## src/rtl/status_led_ctrl_pkg.sv

```systemverilog
// Shared constants for the status LED controller: colours, channel modes and
// per-channel FSM state encodings.
package status_led_ctrl_pkg;

  // Colours are {R,G,B}
  localparam logic [2:0] COL_OFF  = 3'b000;
  localparam logic [2:0] COL_IDLE = 3'b100;
  localparam logic [2:0] COL_WR   = 3'b001;
  localparam logic [2:0] COL_INT  = 3'b011;
  localparam logic [2:0] COL_RST  = 3'b110;

  localparam logic [1:0] MODE_EVENT = 2'b00;
  localparam logic [1:0] MODE_OFF   = 2'b01;
  localparam logic [1:0] MODE_FORCE = 2'b10;
  localparam logic [1:0] MODE_BLINK = 2'b11;

  localparam logic [1:0] ST_IDLE     = 2'd0;
  localparam logic [1:0] ST_WR_SHOW  = 2'd1;
  localparam logic [1:0] ST_INT_SHOW = 2'd2;

  // Event colour shown for a given channel FSM state
  function automatic logic [2:0] state_colour(input logic [1:0] st);
    case (st)
      ST_WR_SHOW:  state_colour = COL_WR;
      ST_INT_SHOW: state_colour = COL_INT;
      default:     state_colour = COL_IDLE;
    endcase
  endfunction

endpackage

```

## src/rtl/status_led_ctrl_channel.sv

```systemverilog
// One RGB channel: event FSM with pulse stretcher, config registers,
// mode-dependent colour select and PWM brightness gating.
//
// state       | meaning
// ------------+-------------------------------------------------------
// ST_IDLE     | no recent event, idle colour
// ST_WR_SHOW  | write event seen within the last STRETCH_CYCLES cycles
// ST_INT_SHOW | interrupt seen within the last STRETCH_CYCLES cycles;
//             | write strobes are ignored here and do not reload
module status_led_ctrl_channel
  import status_led_ctrl_pkg::*;
#(
  parameter int PWM_BITS       = 8,
  parameter int STRETCH_CYCLES = 1000
) (
  input  logic                  i_clk,
  input  logic                  i_reset,
  input  logic                  i_int_evt,
  input  logic                  i_wr_evt,
  input  logic                  i_cfg_we,
  input  logic [PWM_BITS+4:0]   i_cfg_wdata,
  input  logic [PWM_BITS-1:0]   i_pwm_cnt,
  input  logic                  i_blink_phase,
  output logic [2:0]            o_colour
);

  localparam int CNT_W = $clog2(STRETCH_CYCLES + 1);
  localparam logic [CNT_W-1:0] CNT_LOAD = CNT_W'(STRETCH_CYCLES);
  localparam logic [CNT_W-1:0] CNT_ONE  = CNT_W'(1);

  logic [1:0]          r_state;
  logic [CNT_W-1:0]    r_cnt;
  logic [PWM_BITS-1:0] r_bright;
  logic [1:0]          r_mode;
  logic [2:0]          r_colour;

  logic [2:0] w_base;
  logic [2:0] w_sel;
  logic       w_pwm_en;

  // Event FSM and stretch counter; interrupts win over writes and always reload
  always_ff @(posedge i_clk) begin
    if (i_reset) begin
      r_state <= ST_IDLE;
      r_cnt   <= '0;
    end else if (i_int_evt) begin
      r_state <= ST_INT_SHOW;
      r_cnt   <= CNT_LOAD;
    end else if (i_wr_evt && (r_state != ST_INT_SHOW)) begin
      r_state <= ST_WR_SHOW;
      r_cnt   <= CNT_LOAD;
    end else if (r_cnt == CNT_ONE) begin
      r_state <= ST_IDLE;
      r_cnt   <= '0;
    end else if (r_cnt != '0) begin
      r_cnt   <= r_cnt - CNT_ONE;
    end
  end

  // Config registers, written from the decoded channel strobe
  always_ff @(posedge i_clk) begin
    if (i_reset) begin
      r_bright <= '1;
      r_mode   <= MODE_EVENT;
      r_colour <= COL_OFF;
    end else if (i_cfg_we) begin
      r_colour <= i_cfg_wdata[PWM_BITS+4:PWM_BITS+2];
      r_mode   <= i_cfg_wdata[PWM_BITS+1:PWM_BITS];
      r_bright <= i_cfg_wdata[PWM_BITS-1:0];
    end
  end

  // Colour select by mode, then PWM gating; full-scale brightness never dims
  always_comb begin
    w_base = state_colour(r_state);
    w_sel  = COL_OFF;
    case (r_mode)
      MODE_EVENT: w_sel = w_base;
      MODE_OFF:   w_sel = COL_OFF;
      MODE_FORCE: w_sel = r_colour;
      MODE_BLINK: w_sel = ((r_state == ST_INT_SHOW) && !i_blink_phase) ? COL_OFF : w_base;
      default:    w_sel = COL_OFF;
    endcase
    w_pwm_en = (r_bright == {PWM_BITS{1'b1}}) || (i_pwm_cnt < r_bright);
    o_colour = w_pwm_en ? w_sel : COL_OFF;
  end

endmodule

```

## src/rtl/status_led_ctrl.sv

```systemverilog
// Multi-channel RGB status indicator. Holds the shared PWM and blink
// timebases, the post-reset hold timer, config channel decode and the
// registered LED outputs.
module status_led_ctrl
  import status_led_ctrl_pkg::*;
#(
  parameter int NUM_CH         = 1,
  parameter int PWM_BITS       = 8,
  parameter int STRETCH_CYCLES = 1000,
  parameter int BLINK_DIV      = 500000,
  parameter int RESET_HOLD     = 1000
) (
  input  logic                  i_clk,
  input  logic                  i_reset,
  input  logic [NUM_CH-1:0]     i_int_evt,
  input  logic [NUM_CH-1:0]     i_wr_evt,
  input  logic                  i_cfg_we,
  input  logic [2:0]            i_cfg_sel,
  input  logic [PWM_BITS+4:0]   i_cfg_wdata,
  output logic [3*NUM_CH-1:0]   o_lights
);

  localparam int BLINK_W = $clog2(BLINK_DIV + 1);
  localparam int HOLD_W  = $clog2(RESET_HOLD + 1);
  localparam logic [BLINK_W-1:0] BLINK_LAST = BLINK_W'(BLINK_DIV - 1);
  localparam logic [HOLD_W-1:0]  HOLD_LOAD  = HOLD_W'(RESET_HOLD);
  localparam logic [HOLD_W-1:0]  HOLD_ONE   = HOLD_W'(1);

  logic [PWM_BITS-1:0] r_pwm_cnt;
  logic [BLINK_W-1:0]  r_blink_cnt;
  logic                r_blink_phase;
  logic [HOLD_W-1:0]   r_hold;
  logic [3*NUM_CH-1:0] r_lights;

  logic [NUM_CH-1:0]   w_cfg_we;
  logic [3*NUM_CH-1:0] w_colour;

  // Free-running PWM timebase shared by all channels
  always_ff @(posedge i_clk) begin
    if (i_reset) r_pwm_cnt <= '0;
    else         r_pwm_cnt <= r_pwm_cnt + 1'b1;
  end

  // Blink divider; phase flips each time the divider wraps
  always_ff @(posedge i_clk) begin
    if (i_reset) begin
      r_blink_cnt   <= '0;
      r_blink_phase <= 1'b0;
    end else if (r_blink_cnt == BLINK_LAST) begin
      r_blink_cnt   <= '0;
      r_blink_phase <= ~r_blink_phase;
    end else begin
      r_blink_cnt   <= r_blink_cnt + 1'b1;
    end
  end

  // Reset-hold down-counter; the reset edge itself shows the first hold cycle
  always_ff @(posedge i_clk) begin
    if (i_reset)             r_hold <= HOLD_LOAD;
    else if (r_hold != '0)   r_hold <= r_hold - HOLD_ONE;
  end

  for (genvar g = 0; g < NUM_CH; g++) begin : g_ch
    // Selects outside 0..NUM_CH-1 match no channel and are dropped
    assign w_cfg_we[g] = i_cfg_we && (i_cfg_sel == 3'(g));

    status_led_ctrl_channel #(
      .PWM_BITS       (PWM_BITS),
      .STRETCH_CYCLES (STRETCH_CYCLES)
    ) u_ch (
      .i_clk         (i_clk),
      .i_reset       (i_reset),
      .i_int_evt     (i_int_evt[g]),
      .i_wr_evt      (i_wr_evt[g]),
      .i_cfg_we      (w_cfg_we[g]),
      .i_cfg_wdata   (i_cfg_wdata),
      .i_pwm_cnt     (r_pwm_cnt),
      .i_blink_phase (r_blink_phase),
      .o_colour      (w_colour[3*g +: 3])
    );
  end

  // Output register: reset colour during hold, channel colours afterwards
  always_ff @(posedge i_clk) begin
    if (i_reset)               r_lights <= {NUM_CH{COL_RST}};
    else if (r_hold > HOLD_ONE) r_lights <= {NUM_CH{COL_RST}};
    else                       r_lights <= w_colour;
  end

  assign o_lights = r_lights;

endmodule

```

## config.mk

```make
export PLATFORM = sky130hd
export DESIGN_NAME = status_led_ctrl
export DESIGN_NICKNAME = d
export VERILOG_FILES = /design/src/rtl/status_led_ctrl_pkg.sv /design/src/rtl/status_led_ctrl_channel.sv /design/src/rtl/status_led_ctrl.sv
export SDC_FILE = /design/constraint.sdc
export NUM_CORES = 1
export LEC_CHECK = 0
export ABC_AREA = 1
export CORE_MARGIN = 4
export CORE_UTILIZATION = 45
export CTS_BUF_LIST = sky130_fd_sc_hd__clkbuf_8
export DETAILED_ROUTE_END_ITERATION = 10
export PLACE_DENSITY = 0.74
export SLEW_MARGIN = 20
export SYNTH_ARGS = -nofsm -noshare
export SYNTH_HDL_FRONTEND = slang
export SYNTH_HIERARCHICAL = 1
export SYNTH_SLANG_ARGS = --single-unit
```

## constraint.sdc

```tcl
create_clock -name i_clk -period 3.75 [get_ports i_clk]
set_input_delay 0.75 -clock i_clk [delete_from_list [all_inputs] [get_ports i_clk]]
set_output_delay 0.75 -clock i_clk [all_outputs]
set_load 0.1 [all_outputs]
```

==> run_results.csv, run 1 <==
group,metric,value,unit
place,dp_hpwl,4961,um
logic_synthesis,syn-num-nets,538,
sta,tns,0,ps
critical_path,worstRegToRegCells,8,
sta,hold_viol_final,0,
detailed_routing,vias,2980,
logic_synthesis,yosys.area_share.xor_xnor,0.03574,
logic_synthesis,synthTopCellsByArea,"dfxtp_1, nand2_1, nor2_1",
clocking,worstSkewPairLatency,340,ps
critical_path,regToRegSetupSlack,2180,ps
logic_synthesis,synthAdderAreaFrac,0.05835,
critical_path,crit_chain,"clkdlybuf4s50_1",
logic_synthesis,synth-compound-area-share,0.09701,
run_status,status,"finished, final reports clean",
critical_path,worst_ep_arrival_time,1780,ps
sta,max_freq,0.3952,GHz
logic_synthesis,synth_edf_count,0,
logic_synthesis,syn_area,3431,um2
clocking,cts_num_sinks,66,
power_and_ir_drop,vdd_drop_max,0.2324,mV
logic_synthesis,ys.flop_type,"dfxtp_1",
detailed_routing,wl_per_cell,10.32,um
detailed_routing,routed_wl,6546,um
final_layout,area_delta_synth_final,14.95,%
logic_synthesis,synth_top_family_by_area,"simple AND/OR/NAND/NOR gates",
sta,relSlewSlack,0.3548,
hold_path,worstHoldStart,"g_ch[0].u_ch/r_colour[1]",
clocking,root_buffer,"clkbuf_8",
power_and_ir_drop,pwr_density_cell,366.6,nW/um2
critical_path,end_kind,"output port",
logic_synthesis,yosysSeqAreaShare,0.3851,
critical_path,worstPathMaxFanout,1,
critical_path,slowest_delay,1130,ps
sta,rsz0062_at_grt,"false",
final_layout,fin_nets,568,
grt,grt_pass1_vias,2722,
clocking,postCtsSetupBuffers,0,
clocking,cts_tree,"done",
logic_synthesis,synth.distinct_cells,33,
floorplan,die_area,9085,um2
grt,grt_use_met2,0.2531,
logic_synthesis,synthTopCellsByCount,"nand2_1, nor2_1, inv_1",
final_layout,diodes,0,
critical_path,crit_path_start,"o_lights[0]",
logic_synthesis,synth_warnings,6,
floorplan,die_h,95.32,um
grt,grt_pass1_wl,11300,um
clocking,clkTransAtPathRegs,70,ps
grt,grt_use_met3,0.05209,
grt,grtUsageMet1,0.1918,
critical_path,cp_slowest_cell,"clkdlybuf4s50_1",
run,drv_cap,0,
sta,min_period,2530,ps
floorplan,die_w,95.32,um
clocking,hold_buffers,0,
logic_synthesis,synth_area_per_cell,6.848,um2
clocking,numCtsBuffers,9,
logic_synthesis,synth_cells,501,
hold_path,hold_class,"flip-flop to flip-flop",
critical_path,timing.rr.start,"r_blink_cnt[0]",
clocking,htreeDepth,3,
logic_synthesis,ys_ff_latch,66,
critical_path,crit_end,"o_lights[0]",
floorplan,start_util,0.4680,
sta,slew_violations,0,
grt,antenna_found_initial,0,
critical_path,critPathBufInv,1,
critical_path,crit_cells,1,
sta,setup_viol,0,
detailed_routing,drtAntennaViolNets,0,
critical_path,cp_top_family,"buffers and inverters",
critical_path,start_kind,"flip-flop",
logic_synthesis,synth-simple-area-share,0.3330,
final_layout,drive_gt1_frac,0.07290,
clocking,post_cts_resized,0,
logic_synthesis,yosys.area.top_type,"dfxtp_1",
floorplan,core-area,7331,um2
hold_path,hold_depth,2,
logic_synthesis,netlist.area_leader.share,0.3851,
detailed_routing,viasPerCell,4.700,
place,io_buffers,23,
sta,tightest_slew,964.8,ps
critical_path,reg2reg_to,"r_blink_cnt[16]",
grt,grt_overflow_total,0,
detailed_routing,dr.pass1.iters,4,
place,gp_congestion,0.8333,
grt,grtUsageTotal,0.1551,
clocking,clockBufferDepth,2,
detailed_routing,drc,0,
grt,busiest_layer,"met2",
detailed_routing,drtIter0Drc,132,
critical_path,crit_required,3000,ps
floorplan,ios,24,
sta,skew,11.15,ps
sta,timing.hold.ws,465.2,ps
floorplan,rows,31,
logic_synthesis,synth.most_common_cell,"nand2_1",
logic_synthesis,async_flop_share,0,
logic_synthesis,synthMuxAreaShare,0,
critical_path,crit_type,"flip-flop to output port",
power_and_ir_drop,p_leak,1.791,nW
grt,grt_max_degree,24,
sta,period_share,0.6748,
[logic make-up (layout without fill, tap and decap cells)]
group,Yosys count,count (layout)
compound gates,64,64
xor+xnor,14,14
fa+ha+maj,16,16
buf+inv,79,113
flops,66,66
simple gates,262,262
[flip-flops by register name, summed over array words and instances (netlist names)]
register and count:
r_blink_cnt 19, g_ch.u_ch/r_mode 2, g_ch.u_ch/r_bright 8, r_blink_phase 1
g_ch.u_ch/r_state 2, o_lights 3, g_ch.u_ch/r_cnt 10, r_pwm_cnt 8
r_hold 10, g_ch.u_ch/r_colour 3
[worst min-delay path by stage]
stage / to / slack, ps
finish: g_ch[0].u_ch/r_colour[1] / 470
floorplan: r_pwm_cnt[0] / 430
global route: r_blink_cnt[0] / 500
detailed placement: r_pwm_cnt[0] / 450
global placement: r_pwm_cnt[0] / 450
CTS: r_pwm_cnt[0] / 470
[metal layers]
metal | wire (um) | vias to the layer above
li1 | - | 1635
met1 | 3154 | 1310
met2 | 3091 | 25
met3 | 213 | 10
met4 | 87 | 0
met5 | 0 | -
[power by group]
part           internal (mW)  total, mW  switching (mW)
clock network          0.266      0.525           0.258
logic                 0.0722      0.170          0.0978
registers              0.729      0.751          0.0222
total                   1.07       1.45           0.378
[layout make-up]
cell class | count | area, um2
fillers | 691 | 3387
multi-input cells | 356 | 1804
flip-flops and latches | 66 | 1321
inverters | 73 | 279.0
repair buffers | 25 | 245.2
clock buffers | 11 | 151.4
well taps | 99 | 123.9
clock inverters | 4 | 18.77
[layout by cell type (no fill, tap or decap), types with 4 or more instances in the layout]
cell type        synthesis  routed
nand2_1                119     119
nor2_1                  77      77
inv_1                   71      72
dfxtp_1                 66      66
a21oi_1                 36      36
nand3_1                 25      25
o21ai_0                 23      23
clkdlybuf4s50_1          0      23
ha_1                    16      16
clkbuf_8                 0      11
nor3_1                   9       9
xor2_1                   8       8
xnor2_1                  6       6
nand2_2                  5       5
nor2_2                   5       5
nand4_1                  4       4
[through the flow]
| step | instances | power (mW) | utilization | instance area, um2 | worst slack [ps] |
|---|---|---|---|---|---|
| after floorplan | 501 | 0.8862 | - | 3431 | 2091 |
| after global placement | 619 | 0.9322 | 0.5148 | 3774 | 1170 |
| after detailed placement | 619 | 0.9370 | 0.5148 | 3774 | 1075 |
| after CTS | 634 | 1.466 | 0.5380 | 3944 | 1198 |
| after global routing | 634 | 1.522 | 0.5380 | 3944 | 1168 |
| final | 634 | 1.446 | 0.5380 | 3944 | 1220 |
No activity file was read; power rests on OpenSTA's default activity.
==> run 2: changes to the inputs <==
==> constraint.sdc (replaced) <==
create_clock -name i_clk -period 2.61 [get_ports i_clk]
set_input_delay 0.522 -clock i_clk [delete_from_list [all_inputs] [get_ports i_clk]]
set_output_delay 0.522 -clock i_clk [all_outputs]
set_load 0.1 [all_outputs]
==> run 2 against run 1 <==
  * Total power rose by 52%
  * Critical endpoint is now r_blink_cnt[16]
  * Highest routed layer unchanged
  * Critical path depth rose by 7
  * Largest power group unchanged
  * Sequential cell count did not move
  * Wire length fell by 1.1%
  * Register-to-register slack got worse by 1200 ps
  * Count of clock-buffer cells in the layout fell by 1
==> run_results.csv, run 2 (synthesized netlist as in run 1, its figures left out) <==
group,metric,value,unit
power_and_ir_drop,pwr_density_cell,552.6,nW/um2
hold_path,hold_depth,1,
place,dp_hpwl,4952,um
final_layout,drive_gt1_frac,0.08209,
sta,rsz0062_at_grt,"false",
clocking,cts_tree,"done",
detailed_routing,wl_per_cell,10.19,um
sta,min_period,1630,ps
clocking,postCtsSetupBuffers,0,
floorplan,ios,24,
clocking,root_buffer,"clkbuf_8",
sta,skew,4.574,ps
power_and_ir_drop,p_leak,1.799,nW
clocking,worstSkewPairLatency,340,ps
critical_path,end_kind,"flip-flop",
sta,period_share,0.6246,
critical_path,crit_type,"flip-flop to flip-flop",
critical_path,slowest_delay,410,ps
run_status,status,"finished, final reports clean",
critical_path,crit_chain,"ha_1 > nand3_1 > nor3_1 > nand2_1 > nand2_1 > nand2_1 > nand2_1 > inv_1",
final_layout,top_register,"r_blink_cnt",
final_layout,fin_nets,568,
sta,relSlewSlack,0.7008,
detailed_routing,drtIter0Drc,155,
sta,tightest_slew,448.3,ps
grt,grt_overflow_total,0,
final_layout,design_area,3969,um2
clocking,hold_buffers,0,
critical_path,worstRegToRegCells,8,
critical_path,worstPathMaxFanout,5,
detailed_routing,dr.pass1.iters,4,
sta,max_freq,0.6135,GHz
place,place_ws,678.3,ps
clocking,clkTransAtPathRegs,70,ps
detailed_routing,drc,0,
clocking,cts_num_sinks,66,
detailed_routing,vias,3017,
place,gp_congestion,0.8350,
clocking,numCtsBuffers,9,
final_layout,diodes,0,
clocking,post_cts_resized,0,
sta,setup_viol,0,
critical_path,start_kind,"flip-flop",
final_layout,area_delta_synth_final,15.68,%
hold_path,hold_class,"flip-flop to flip-flop",
critical_path,worst_ep_arrival_time,1870,ps
final_layout,seqCellArea,1321,um2
critical_path,cp_slowest_cell,"dfxtp_1",
sta,finalWorstSetupSlack,979.9,ps
sta,tns,0,ps
final_layout,mostFrequentLayoutCells,"nand2_1, nor2_1, inv_1, dfxtp_1, a21oi_1",
grt,grt_max_degree,23,
place,io_buffers,23,
final_layout,largest_register_ff_count,19,
sta,slew_violations,0,
floorplan,core-area,7331,um2
critical_path,crit_top_cell,"nand2_1",
detailed_routing,viasPerCell,4.751,
run,drv_cap,0,
detailed_routing,routed_wl,6472,um
critical_path,crit_required,2850,ps
power_and_ir_drop,power,2.193,mW
floorplan,rows,31,
floorplan,die_w,95.32,um
floorplan,die_area,9085,um2
clocking,clockBufferDepth,2,
grt,grt_pass1_wl,11650,um
final_layout,fillCellCount,700,
final_layout,top_regs,"r_blink_cnt (19), g_ch.u_ch/r_cnt (10), r_hold (10)",
clocking,htreeDepth,3,
sta,hold_viol_final,0,
place,place_area,3766,um2
final_layout,layout_commonest_cell,"nand2_1",
grt,grt_pass1_vias,2831,
final_layout,multi_input_area,1804,um2
detailed_routing,drtAntennaViolNets,0,
power_and_ir_drop,vdd_drop_max,0.3496,mV
grt,grtUsageTotal,0.1597,
floorplan,start_util,0.4680,
grt,antenna_found_initial,0,
floorplan,die_h,95.32,um
run 2: cell type report:
cell class	instances	area share
clock buffer	10	0.03468
clock inverter	6	0.01639
inverter	73	0.07030
multi-input combinational	356	0.4546
sequential	66	0.3329
tap	99	0.03121
timing repair buffer	25	0.05990
run 2: report_power, final:
| group | internal [mW] | leakage [nW] | switching, mW |
|---|---|---|---|
| Clock | 0.469 | 0.103 | 0.401 |
| Combinational | 0.104 | 1.16 | 0.141 |
| Sequential | 1.05 | 0.539 | 0.0318 |
run 2: worst max-delay path, delay by kind of cell, from the launching register on:
family / cells / cell delay, ps
adders and majority gates: 1 / 260
buffers and inverters: 1 / 30
DFF: 1 / 410
and+or+nand+nor: 6 / 840
run 2: final timing paths:
path	startpoint	end	slack [ps]
setup reg to reg	r_blink_cnt[0]	r_blink_cnt[16]	980
hold reg to reg	r_pwm_cnt[0]	r_pwm_cnt[0]	460
hold / removal	r_pwm_cnt[0]	r_pwm_cnt[0]	460
setup / recovery	r_blink_cnt[0]	r_blink_cnt[16]	980
run 2: through the flow:
step,hold slack [ps],utilization,instances
2_1_floorplan,429.7,-,501
3_3_place_gp,446.5,0.5137,619
3_5_place_dp,454.5,0.5137,619
4_1_cts,467.4,0.5414,635
5_1_grt,478.2,0.5414,635
6_report,463.8,0.5414,635
run 2: metal layers:
metal	part of all wire	global-route usage	wire length [um]	vias to the layer above
li1	-	-	-	1636
met3	0.028	0.02920	178	9
met2	0.48	0.2671	3076	30
met4	0.0094	0.07933	61	0
met1	0.49	0.1963	3155	1342
met5	0	0	0	-
==> run 3: changes to the inputs <==
--- a/config.mk
+++ b/config.mk
@@ -10,7 +10,7 @@
 export CORE_UTILIZATION = 45
 export CTS_BUF_LIST = sky130_fd_sc_hd__clkbuf_8
 export DETAILED_ROUTE_END_ITERATION = 10
-export PLACE_DENSITY = 0.74
+export PLACE_DENSITY = 0.76
 export SLEW_MARGIN = 20
 export SYNTH_ARGS = -nofsm -noshare
 export SYNTH_HDL_FRONTEND = slang
==> constraint.sdc (replaced) <==
create_clock -name i_clk -period 1.4 [get_ports i_clk]
set_input_delay 0.28 -clock i_clk [delete_from_list [all_inputs] [get_ports i_clk]]
set_output_delay 0.28 -clock i_clk [all_outputs]
set_load 0.1 [all_outputs]
==> run 3 against run 2 <==
  * Register-to-register slack worse by 1000 ps
  * The run now ends with setup timing left
  * Core utilization increased by 7.7 points
  * Total power is 86% higher
  * First-iteration DRC count is 19% lower
  * Combinational power rose by 140%
==> run_results.csv, run 3 (synthesized netlist as in run 1, its figures left out) <==
group,metric,value,unit
place,io_buffers,23,
sta,relSlewSlack,0.7026,
clocking,htreeDepth,3,
detailed_routing,drc,0,
clocking,worstSkewPairLatency,340,ps
power_and_ir_drop,switchingPower,1.068,mW
run_status,status,"finished, violations left",
sta,hold_viol_final,0,
power_and_ir_drop,p_leak,1.999,nW
power_and_ir_drop,intPower,3.013,mW
floorplan,rows,31,
run_status,violations,"setup timing",
place,place_ws,-111.3,ps
critical_path,crit_type,"flip-flop to flip-flop",
detailed_routing,viasPerCell,4.884,
hold_path,hold_class,"flip-flop to flip-flop",
power_and_ir_drop,vdd_drop_max,0.6146,mV
final_layout,top_regs,"r_blink_cnt (19), g_ch.u_ch/r_cnt (10), r_hold (10)",
final_layout,top_register,"r_blink_cnt",
clocking,numCtsBuffers,9,
place,place_inst,650,
power_and_ir_drop,seqPwrFrac,0.495,
place,place_area,4039,um2
critical_path,reg2reg_to,"o_lights[1]",
grt,grt_pass1_wl,12830,um
final_layout,fillCellCount,587,
grt,grtUsageTotal,0.1768,
grt,antenna_found_initial,0,
hold_path,hold_depth,2,
power_and_ir_drop,pwr_density_cell,899.5,nW/um2
run,drv_cap,0,
detailed_routing,vias,3282,
critical_path,worstPathMaxFanout,3,
sta,slew_violations,0,
clocking,clkTransAtPathRegs,70,ps
floorplan,ios,24,
grt,grt_pass1_vias,3123,
detailed_routing,drtAntennaViolNets,0,
detailed_routing,dr.pass1.iters,4,
critical_path,regToRegSetupSlack,-50,ps
grt,grt_max_degree,19,
floorplan,die_w,95.32,um
power_and_ir_drop,clkPwrFrac,0.361,
sta,finalWorstSetupSlack,-45.55,ps
sta,max_freq,0.6918,GHz
final_layout,final_cells,672,
final_layout,mostFrequentLayoutCells,"nand2_1, nor2_1, inv_1, dfxtp_1, buf_4",
place,gp_congestion,0.8933,
sta,setup_viol,3,
floorplan,die_h,95.32,um
final_layout,layout_commonest_cell,"nand2_1",
final_layout,design_area,4537,um2
critical_path,end_kind,"flip-flop",
sta,tightest_slew,442.7,ps
hold_path,min_delay_worst_endpoint,"g_ch[0].u_ch/r_colour[1]",
critical_path,start_kind,"flip-flop",
final_layout,fin_nets,607,
final_layout,drive_gt1_frac,0.2478,
grt,grt_overflow_total,0,
final_layout,area_delta_synth_final,32.24,%
detailed_routing,drtIter0Drc,125,
clocking,cts_num_sinks,66,
floorplan,die_area,9085,um2
sta,skew,9.672,ps
final_layout,largest_register_ff_count,19,
sta,min_period,1446,ps
power_and_ir_drop,p_comb_frac,0.144,
critical_path,worstRegToRegCells,8,
detailed_routing,wl_per_cell,11.59,um
floorplan,core-area,7331,um2
sta,tns,-124.8,ps
critical_path,crit_required,1680,ps
clocking,clockBufferDepth,2,
clocking,root_buffer,"clkbuf_8",
final_layout,diodes,0,
critical_path,worst_ep_arrival_time,1730,ps
power_and_ir_drop,power,4.081,mW
final_layout,final_util,0.6189,
critical_path,timing.rr.start,"g_ch[0].u_ch/r_bright[5]",
clocking,hold_buffers,0,
floorplan,start_util,0.4680,
detailed_routing,routed_wl,7790,um
sta,timing.hold.ws,481.6,ps
sta,rsz0062_at_grt,"true",
sta,period_share,1.033,
place,dp_hpwl,5356,um
clocking,cts_tree,"done",
hold_path,worstHoldStart,"g_ch[0].u_ch/r_colour[1]",
power_and_ir_drop,swShare,0.2617,
-- run 3: cell type report --
| cell class | count | area (um2) | area share |
|---|---|---|---|
| multi-input cells | 358 | 2066 | 0.4553 |
| flip-flops and latches | 66 | 1340 | 0.2954 |
| repair buffers | 62 | 553.0 | 0.1219 |
| inverters | 73 | 281.5 | 0.06205 |
| clock buffers | 9 | 123.9 | 0.02730 |
| well taps | 99 | 123.9 | 0.02730 |
| clock inverters | 5 | 48.80 | 0.01076 |
-- run 3: power groups by stage --
stage	logic [mW]	registers, mW	clock network (mW)
after floorplan	0.334	2.04	0
after global placement	0.501	2.05	0
after detailed placement	0.523	2.05	0
after CTS	0.545	2.01	1.51
after global routing	0.661	2.03	1.60
final	0.587	2.02	1.47
-- run 3: worst max-delay path by stage --
stage,from,endpoint
2_1_floorplan,r_blink_cnt[0],r_blink_cnt[9]
3_3_place_gp,i_cfg_sel[1],g_ch[0].u_ch/r_colour[1]
3_5_place_dp,i_cfg_sel[1],g_ch[0].u_ch/r_mode[1]
4_1_cts,g_ch[0].u_ch/r_bright[6],o_lights[0]
5_1_grt,g_ch[0].u_ch/r_bright[3],o_lights[1]
6_report,g_ch[0].u_ch/r_bright[5],o_lights[1]
-- run 3: repair_timing --
item / in CTS / in global routing
setup endpoints to repair: 21 / 39
gates resized for setup: 28 / 53
gates cloned: 2 / 0
pin swaps: 13 / 18
setup buffers: 1 / 5
-- run 3: critical path, cell delays in order (launching register included) --
cell,delay [ps]
dfxtp_2,320
inv_2,70
ha_4,200
a21oi_2,130
nor2_2,60
nor3_4,230
nand2_4,100
a21oi_2,160
or2_4,130
-- run 3: routing by layer --
layer  wire, um  GRT usage  up-vias
met4        123    0.06010        0
met3        229    0.05683       16
met2       4061     0.3178       53
met5          0          0        -
li1           -          -     1707
met1       3376     0.1949     1506
